$ cat src/rtl/mc_alu_controller_if.sv
// Control/handshake bundle between the multi-cycle MIPS controller and its datapath.
// master: controller side (drives strobes, muxes, alu_op); slave: datapath/memory side.
interface mc_alu_controller_if;
    logic [5:0] opcode;
    logic [5:0] funct;
    logic       zero;
    logic       mem_ready;
    logic [2:0] alu_op;
    logic       alu_src_a;
    logic [1:0] alu_src_b;
    logic [1:0] pc_src;
    logic       pc_en;
    logic       iord;
    logic       mem_read;
    logic       mem_write;
    logic       ir_write;
    logic       reg_dst;
    logic       mem_to_reg;
    logic       reg_write;
    logic       instr_done;
    logic       illegal;
    logic       bus_err;

    modport master (
        input  opcode, funct, zero, mem_ready,
        output alu_op, alu_src_a, alu_src_b, pc_src, pc_en, iord,
               mem_read, mem_write, ir_write, reg_dst, mem_to_reg,
               reg_write, instr_done, illegal, bus_err
    );

    modport slave (
        output opcode, funct, zero, mem_ready,
        input  alu_op, alu_src_a, alu_src_b, pc_src, pc_en, iord,
               mem_read, mem_write, ir_write, reg_dst, mem_to_reg,
               reg_write, instr_done, illegal, bus_err
    );
endinterface

$ cat src/rtl/mc_alu_controller.sv
// Multi-cycle MIPS control FSM with memory-ready stall and timeout abort.
// Ports: clk, rst_n (async low), bus (mc_alu_controller_if.master). Macro MC_CTRL_BNE_EN adds BNE.
module mc_alu_controller #(
    parameter int TIMEOUT = 16
) (
    input  logic                       clk,
    input  logic                       rst_n,
    mc_alu_controller_if.master        bus
);
    localparam logic [2:0] OP_ADD = 3'b010;
    localparam logic [2:0] OP_SUB = 3'b110;
    localparam logic [2:0] OP_SLT = 3'b111;
    localparam int CW = (TIMEOUT > 2) ? $clog2(TIMEOUT) : 1;
    localparam logic [CW-1:0] CNT_LAST = CW'(TIMEOUT - 1);

    typedef enum logic [3:0] {
        S_START, S_FETCH, S_DECODE, S_MEMADR, S_MEMRD, S_MEMWB,
        S_MEMWR, S_RTYPE_EX, S_RTYPE_WB, S_ADDI_EX, S_SLTI_EX,
        S_IMM_WB, S_BEQ, S_BNE, S_JUMP
    } state_t;

    state_t        state_q, state_d;
    logic [CW-1:0] wait_cnt_q, wait_cnt_d;
    logic          mem_st, timeout, funct_ok;

    always_comb begin
        mem_st  = (state_q == S_FETCH) || (state_q == S_MEMRD) ||
                  (state_q == S_MEMWR);
        timeout = mem_st && !bus.mem_ready && (wait_cnt_q == CNT_LAST);
        funct_ok = (bus.funct == 6'b100000) || (bus.funct == 6'b100010) ||
                   (bus.funct == 6'b101010);
    end

    // Next-state: timeout in any memory state aborts back to FETCH.
    always_comb begin
        state_d = state_q;
        unique case (state_q)
            S_START:    state_d = S_FETCH;
            S_FETCH:    state_d = bus.mem_ready ? S_DECODE : S_FETCH;
            S_DECODE: begin
                case (bus.opcode)
                    6'b000000: state_d = S_RTYPE_EX;
                    6'b100011,
                    6'b101011: state_d = S_MEMADR;
                    6'b000100: state_d = S_BEQ;
`ifdef MC_CTRL_BNE_EN
                    6'b000101: state_d = S_BNE;
`endif
                    6'b001000: state_d = S_ADDI_EX;
                    6'b001010: state_d = S_SLTI_EX;
                    6'b000010: state_d = S_JUMP;
                    default:   state_d = S_FETCH;
                endcase
            end
            S_MEMADR:   state_d = (bus.opcode == 6'b101011) ? S_MEMWR : S_MEMRD;
            S_MEMRD: begin
                if (bus.mem_ready)  state_d = S_MEMWB;
                else if (timeout)   state_d = S_FETCH;
            end
            S_MEMWR: begin
                if (bus.mem_ready || timeout) state_d = S_FETCH;
            end
            S_RTYPE_EX: state_d = funct_ok ? S_RTYPE_WB : S_FETCH;
            S_ADDI_EX,
            S_SLTI_EX:  state_d = S_IMM_WB;
            default:    state_d = S_FETCH;
        endcase
    end

    // Counter restarts on any state entry, including FETCH re-entry after timeout.
    always_comb begin
        wait_cnt_d = wait_cnt_q;
        if (state_d != state_q || timeout)
            wait_cnt_d = '0;
        else if (mem_st && !bus.mem_ready)
            wait_cnt_d = wait_cnt_q + 1'b1;
    end

    always_ff @(posedge clk or negedge rst_n) begin
        if (!rst_n) begin
            state_q    <= S_START;
            wait_cnt_q <= '0;
        end else begin
            state_q    <= state_d;
            wait_cnt_q <= wait_cnt_d;
        end
    end

    // Moore decode; only the handshake-qualified strobes look at inputs.
    always_comb begin
        bus.alu_op     = OP_ADD;
        bus.alu_src_a  = 1'b0;
        bus.alu_src_b  = 2'b00;
        bus.pc_src     = 2'b00;
        bus.pc_en      = 1'b0;
        bus.iord       = 1'b0;
        bus.mem_read   = 1'b0;
        bus.mem_write  = 1'b0;
        bus.ir_write   = 1'b0;
        bus.reg_dst    = 1'b0;
        bus.mem_to_reg = 1'b0;
        bus.reg_write  = 1'b0;
        bus.instr_done = 1'b0;
        bus.illegal    = 1'b0;
        bus.bus_err    = timeout;
        unique case (state_q)
            S_START:    bus.alu_op = 3'b000;
            S_FETCH: begin
                bus.mem_read  = 1'b1;
                bus.alu_src_b = 2'b01;
                bus.ir_write  = bus.mem_ready;
                bus.pc_en     = bus.mem_ready;
            end
            S_DECODE: begin
                bus.alu_src_b = 2'b11;
                bus.illegal   = (state_d == S_FETCH);
            end
            S_MEMADR, S_ADDI_EX: begin
                bus.alu_src_a = 1'b1;
                bus.alu_src_b = 2'b10;
            end
            S_SLTI_EX: begin
                bus.alu_src_a = 1'b1;
                bus.alu_src_b = 2'b10;
                bus.alu_op    = OP_SLT;
            end
            S_MEMRD: begin
                bus.iord     = 1'b1;
                bus.mem_read = 1'b1;
            end
            S_MEMWB: begin
                bus.mem_to_reg = 1'b1;
                bus.reg_write  = 1'b1;
                bus.instr_done = 1'b1;
            end
            S_MEMWR: begin
                bus.iord       = 1'b1;
                bus.mem_write  = 1'b1;
                bus.instr_done = bus.mem_ready;
            end
            S_RTYPE_EX: begin
                bus.alu_src_a = 1'b1;
                bus.illegal   = !funct_ok;
                unique case (1'b1)
                    bus.funct == 6'b100010: bus.alu_op = OP_SUB;
                    bus.funct == 6'b101010: bus.alu_op = OP_SLT;
                    default:                bus.alu_op = OP_ADD;
                endcase
            end
            S_RTYPE_WB: begin
                bus.reg_dst    = 1'b1;
                bus.reg_write  = 1'b1;
                bus.instr_done = 1'b1;
            end
            S_IMM_WB: begin
                bus.reg_write  = 1'b1;
                bus.instr_done = 1'b1;
            end
            S_BEQ, S_BNE: begin
                bus.alu_src_a  = 1'b1;
                bus.alu_op     = OP_SUB;
                bus.pc_src     = 2'b01;
                bus.pc_en      = (state_q == S_BNE) ? !bus.zero : bus.zero;
                bus.instr_done = 1'b1;
            end
            S_JUMP: begin
                bus.pc_src     = 2'b10;
                bus.pc_en      = 1'b1;
                bus.instr_done = 1'b1;
            end
            default: ;
        endcase
    end
endmodule

$ cat src/flat_wrapper.sv
// flat-port wrapper written by rule: the top's interface ports become plain ports
module mc_alu_controller_flat 
#(
    parameter int TIMEOUT = 16
)
  (clk, rst_n, bus_opcode, bus_funct, bus_zero, bus_mem_ready, bus_alu_op, bus_alu_src_a, bus_alu_src_b, bus_pc_src, bus_pc_en, bus_iord, bus_mem_read, bus_mem_write, bus_ir_write, bus_reg_dst, bus_mem_to_reg, bus_reg_write, bus_instr_done, bus_illegal, bus_bus_err);
  mc_alu_controller_if bus_i ();
  input  logic clk;
  input  logic rst_n;
  input wire logic [$bits(bus_i.opcode)-1:0] bus_opcode;
  input wire logic [$bits(bus_i.funct)-1:0] bus_funct;
  input wire logic [$bits(bus_i.zero)-1:0] bus_zero;
  input wire logic [$bits(bus_i.mem_ready)-1:0] bus_mem_ready;
  output wire logic [$bits(bus_i.alu_op)-1:0] bus_alu_op;
  output wire logic [$bits(bus_i.alu_src_a)-1:0] bus_alu_src_a;
  output wire logic [$bits(bus_i.alu_src_b)-1:0] bus_alu_src_b;
  output wire logic [$bits(bus_i.pc_src)-1:0] bus_pc_src;
  output wire logic [$bits(bus_i.pc_en)-1:0] bus_pc_en;
  output wire logic [$bits(bus_i.iord)-1:0] bus_iord;
  output wire logic [$bits(bus_i.mem_read)-1:0] bus_mem_read;
  output wire logic [$bits(bus_i.mem_write)-1:0] bus_mem_write;
  output wire logic [$bits(bus_i.ir_write)-1:0] bus_ir_write;
  output wire logic [$bits(bus_i.reg_dst)-1:0] bus_reg_dst;
  output wire logic [$bits(bus_i.mem_to_reg)-1:0] bus_mem_to_reg;
  output wire logic [$bits(bus_i.reg_write)-1:0] bus_reg_write;
  output wire logic [$bits(bus_i.instr_done)-1:0] bus_instr_done;
  output wire logic [$bits(bus_i.illegal)-1:0] bus_illegal;
  output wire logic [$bits(bus_i.bus_err)-1:0] bus_bus_err;
  assign bus_i.opcode = bus_opcode;
  assign bus_i.funct = bus_funct;
  assign bus_i.zero = bus_zero;
  assign bus_i.mem_ready = bus_mem_ready;
  assign bus_alu_op = bus_i.alu_op;
  assign bus_alu_src_a = bus_i.alu_src_a;
  assign bus_alu_src_b = bus_i.alu_src_b;
  assign bus_pc_src = bus_i.pc_src;
  assign bus_pc_en = bus_i.pc_en;
  assign bus_iord = bus_i.iord;
  assign bus_mem_read = bus_i.mem_read;
  assign bus_mem_write = bus_i.mem_write;
  assign bus_ir_write = bus_i.ir_write;
  assign bus_reg_dst = bus_i.reg_dst;
  assign bus_mem_to_reg = bus_i.mem_to_reg;
  assign bus_reg_write = bus_i.reg_write;
  assign bus_instr_done = bus_i.instr_done;
  assign bus_illegal = bus_i.illegal;
  assign bus_bus_err = bus_i.bus_err;
  mc_alu_controller #(.TIMEOUT(TIMEOUT)) u_core (.clk(clk), .rst_n(rst_n), .bus(bus_i));
endmodule
$ cat config.mk
export PLATFORM = sky130hd
export DESIGN_NAME = mc_alu_controller_flat
export DESIGN_NICKNAME = d
export VERILOG_FILES = /design/src/rtl/mc_alu_controller_if.sv /design/src/rtl/mc_alu_controller.sv /design/src/flat_wrapper.sv
export SDC_FILE = /design/constraint.sdc
export NUM_CORES = 1
export LEC_CHECK = 0
export ABC_CLOCK_PERIOD_IN_PS = 1680
export CAP_MARGIN = 10
export CORE_ASPECT_RATIO = 0.7
export CORE_MARGIN = 2
export CORE_UTILIZATION = 40
export CTS_CLUSTER_DIAMETER = 80
export DETAILED_ROUTE_END_ITERATION = 12
export HOLD_SLACK_MARGIN = 0.15
export PLACE_DENSITY_LB_ADDON = 0.25
export REMOVE_ABC_BUFFERS = 1
export SLEW_MARGIN = 20
export SYNTH_ARGS = -nofsm -noshare
export SYNTH_HDL_FRONTEND = slang
export SYNTH_SLANG_ARGS = --single-unit
$ cat constraint.sdc
create_clock -name clk -period 1.68 [get_ports clk]
set_input_delay 0.252 -clock clk [delete_from_list [all_inputs] [get_ports clk]]
set_output_delay 0.252 -clock clk [all_outputs]
set_load 0.1 [all_outputs]
==> summary.md, run 1 <==
| Metric | Value |
|---|---|
| Register bit total from synthesis | `8` |
| I/O pin count | `35` |
| CTS buffer count | `3` |
| CTS Root Buffer Type | `clkbuf_8` |
| Synthesized cell area | `1030 µm²` |
| Area leader, netlist | `dfrtp_1` |
| Stop err | `[ERROR DPL-0038] Utilization greater than 100%, impossible to legalize` |
| YS warnings | `0` |
| Fail Step | `4_1_cts` |
| Hold-fix buffers at CTS | `0` |
| Routability cong. | `0.895` |
| Post-cts sizing count | `119` |
| Num Clock Sinks | `8` |
| Width of the chip | `64.6 µm` |
| Seq/Total Area, Yosys | `19.4%` |
| IO Port Bufs | `34` |
| Mapped Cells | `134` |
| Floorplan row count | `15` |
| Synth Area per Inst | `7.68 µm²` |
| Die height | `46.5 µm` |
| Status | `did not finish` |
| Synth cell types | `49` |
| Area contributors post-synth | `dfrtp_1, nor2_1, xnor2_1` |
| CTS HTree Levels | `1` |
| Hpwl dp | `3.25 mm` |
| Clk buf depth | `2` |
| Area share of the largest cell type after synthesis | `19.4%` |
| Initial core utilization | `41.9%` |
| Number of post-CTS setup repair buffers | `18` |
## Yosys cell counts (all sizes together)
cell,instances
nor2,18
nand2,12
nor3,11
o21ai,10
dfrtp,8
buf,7
a21oi,6
xnor2,6
nand2b,5
inv,4
nor2b,4
a211oi,3
nand3,3
nor3b,3
nor4b,3
and3,2
clkbuf,2
mux2i,2
nor4,2
o21a,2
o221ai,2
o31ai,2
a2111oi,1
a21boi,1
a221o,1
a311o,1
a31oi,1
a32o,1
and2,1
and2b,1
and4,1
ha,1
mux2,1
o211ai,1
o21bai,1
o22ai,1
o311ai,1
o32ai,1
or4b,1
## metrics by stage
stage	setup TNS, ns	utilization [%]	setup slack (ns)	area (µm²)	instances
floorplan	-25.46	-	-2.51	982	125
global placement	-4.88	79.4	-0.605	1950	246
detailed placement	-6.01	79.4	-0.676	1950	246
## cells by family after synthesis
logic type	share of synthesized area, %
mux	3.04
buf+inv	6.07
xor+xnor	5.10
fa+ha+maj	1.21
flops	19.4
simple gates	38.8
compound gates	26.4
==> inputs of run 2 (changes only) <==
ABC_CLOCK_PERIOD_IN_PS = 2200   (was 1680)
CORE_ASPECT_RATIO = unset   (was 0.7)
CORE_UTILIZATION = 25   (was 40)
CTS_CLUSTER_DIAMETER = unset   (was 80)
HOLD_SLACK_MARGIN = unset   (was 0.15)
PLACE_DENSITY_LB_ADDON = 0.15   (was 0.25)
clock period = 2.2 ns   (was 1.68 ns; I/O delays follow)
==> run 2 against run 1 <==
  * The flow now finishes without violations
  * Area after synthesis unchanged
  * Synthesized cell count did not move
==> summary.md, run 2 <==
| Metric | Value |
|---|---|
| Crit Path Category | `input pin to output pin` |
| Num Clock Sinks | `8` |
| Filler cells | `400` |
| Floorplan row count | `23` |
| # diodes | `0` |
| CP Capture Type | `output pin` |
| Slowest stage delay, CP | `0.55 ns` |
| Fin nets | `212` |
| Min-delay worst type | `input pin to async pin` |
| Final min period | `2.12 ns` |
| WP data arrival | `1.79 ns` |
| Pins Over Slew Limit | `0` |
| DRC Markers | `0` |
| Worst path slowest cell | `or4b_4` |
| Area share of the largest cell type after synthesis | `19.4%` |
| Clk pwr share | `7.3%` |
| Drt wl/cell | `13.8 µm` |
| Register share of total power | `9.8%` |
| Top-count cell post-synth | `nor2_1` |
| Area contributors post-synth | `dfrtp_1, nor2_1, xnor2_1` |
| Seq/Total Area, Yosys | `19.4%` |
| Post-synth top cells | `nor2_1, nand2_1, nor3_1, dfrtp_1, o21ai_0` |
| Routed vias | `1249` |
| Clk_lat worst skew | `0.23 ns` |
| Max-slew headroom | `65.9%` |
| Synthesized cell area | `1030 µm²` |
| Vias in the first global route | `1145` |
| CTS tree | `yes` |
| Top delay family on crit path | `simple AND/OR/NAND/NOR gates` |
| Hold Vio Cnt, Final | `0` |
| Clk buf depth | `2` |
| DR pass1 iterations | `4` |
| Drt via density | `5.14` |
| CTS HTree Levels | `1` |
| CTS Root Buffer Type | `clkbuf_8` |
| Routed Antenna Nets | `0` |
| Initial core utilization | `25.9%` |
| First-pass GRT wire length | `5.46 mm` |
| Critical Path RT | `1.87 ns` |
| Power per cell area | `1280 nW/µm²` |
| Hold slack | `0.380 ns` |
| Logic gate share of total power | `82.9%` |
| Die area | `4650 µm²` |
| Grt ovf | `0` |
| Most common cell after layout, fill and taps aside | `buf_4` |
| Die height | `68.2 µm` |
| Core Area | `3970 µm²` |
| Slew @ Worst Pin | `0.509 ns` |
| Sw Ratio | `56.2%` |
| Final setup fails | `0` |
| Largest registers | `u_core.state_q x4, u_core.wait_cnt_q x4` |
| Most frequent cells in the layout | `buf_4, buf_12, nor2_1` |
| Number of flops mapped to enable cells by yosys | `0` |
| Area Overhead vs Synth | `85.5%` |
| Switching power total | `1.37 mW` |
| CTS buffer count | `3` |
| Register bit total from synthesis | `8` |
| Routability cong. | `0.767` |
| CP Max Fanout | `2` |
| Final Cycle Share | `96.6%` |
| Synth Area per Inst | `7.68 µm²` |
| Fmax | `471 MHz` |
| Width of the chip | `68.2 µm` |
| Pint | `1.07 mW` |
| MaxCap Viol Count | `0` |
| Startpoint types | `input pin` |
| CP bufs+invs | `3` |
| Mapped Cells | `134` |
| Setup Skew | `0.00537 ns` |
| IO Port Bufs | `34` |
| Synth cell types | `49` |
| Largest net degree at the start of global routing | `15` |
| Area leader, netlist | `dfrtp_1` |
| YS warnings | `0` |
| Cells along the critical path | `buf_6, or4b_4, buf_4, nor4b_4, a31oi_2, nand2_1, o21bai_4, buf_12` |
| Antenna violations before repair | `0` |
| DRT Wirelength | `3.36 mm` |
| Leak Pwr | `0.786 nW` |
| Hpwl dp | `2.66 mm` |
| Clock slew at the register clock pins of the worst setup and hold paths | `0.04 ns` |
| 1st-iter DRT viols | `47` |
| Setup tns final | `0 ns` |
| I/O pin count | `35` |
| Layout cells sized above 1 | `42.0%` |
| Worst vdd ir | `0.000350 V` |
| Post-synth ARST share | `100%` |
| Status | `finished clean` |
| Unrepaired setup endpoints after global routing | `false` |
| Tot GR Track Use | `15.5%` |
| Ys flop type | `dfrtp_1` |
==> run 2: cell type report <==
| class | count | area [µm²] | area share [%] |
|---|---|---|---|
| inverters | 4 | 15.0 | 0.786 |
| flip-flops and latches | 8 | 203 | 10.6 |
| repair buffers | 65 | 753 | 39.4 |
| clock buffers | 3 | 41.3 | 2.16 |
| multi-input cells | 113 | 836 | 43.7 |
| well taps | 50 | 62.6 | 3.27 |
==> run 2: timing repair <==
item / CTS / global route
resized for setup: 19 / 18
pin swaps: 6 / 5
cloned: 0 / 0
setup buffers: 1 / 2
hold buffers: 0 / 0
endpoints found under the setup margin: 3 / 7
==> run 2: kinds of logic (layout without fill, tap and decap cells) <==
kind of cell / count (synthesis) / in the layout / synth area share, %
fa+ha+maj: 1 / 1 / 1.21
flops: 8 / 8 / 19.4
simple gates: 67 / 67 / 38.8
buf+inv: 13 / 72 / 6.07
xor+xnor: 6 / 6 / 5.10
mux: 3 / 3 / 3.04
compound gates: 36 / 36 / 26.4
==> run 2: routing by layer <==
layer | up-vias | share of wire, % | GRT usage, %
li1 | 613 | - | -
met1 | 603 | 44 | 21.1
met2 | 30 | 52 | 26.0
met3 | 3 | 3.0 | 0.658
met4 | 0 | 0.95 | 5.25
met5 | - | 0 | 0
==> run 2: metrics by stage <==
step | area [µm²] | utilization [%] | power [mW] | worst slack [ns] | instances
floorplan | 982 | - | 1.41 | -2.06 | 125
global placement | 1790 | 45.0 | 2.19 | -0.236 | 237
detailed placement | 1790 | 45.0 | 2.20 | -0.301 | 237
CTS | 1890 | 47.6 | 2.42 | 0.0134 | 241
global route | 1910 | 48.1 | 2.56 | 0.00163 | 243
finish | 1910 | 48.1 | 2.44 | 0.0758 | 243
==> run 2: worst paths after layout <==
kind / from / to / slack, ns / cells after the start
setup / recovery: bus_funct[4] / bus_illegal / 0.08 / 8
hold / removal: rst_n / u_core.state_q[1] / 0.38 / 1
setup reg to reg: u_core.state_q[0] / u_core.wait_cnt_q[1] / 0.27 / 7
hold reg to reg: u_core.wait_cnt_q[2] / u_core.wait_cnt_q[2] / 0.59 / 3
max in group asynchronous: rst_n / u_core.state_q[3] / 1.53 / 1
min in group clk: u_core.wait_cnt_q[2] / u_core.wait_cnt_q[2] / 0.59 / 3
==> run 2: power groups by stage <==
stage,logic (mW),clock network [mW],registers (mW)
finish,2.03,0.177,0.240
global route,2.13,0.185,0.249
CTS,2.00,0.181,0.236
detailed placement,1.96,0,0.237
global placement,1.96,0,0.237
floorplan,1.13,0,0.277
Power figures use the tool's default switching activity.
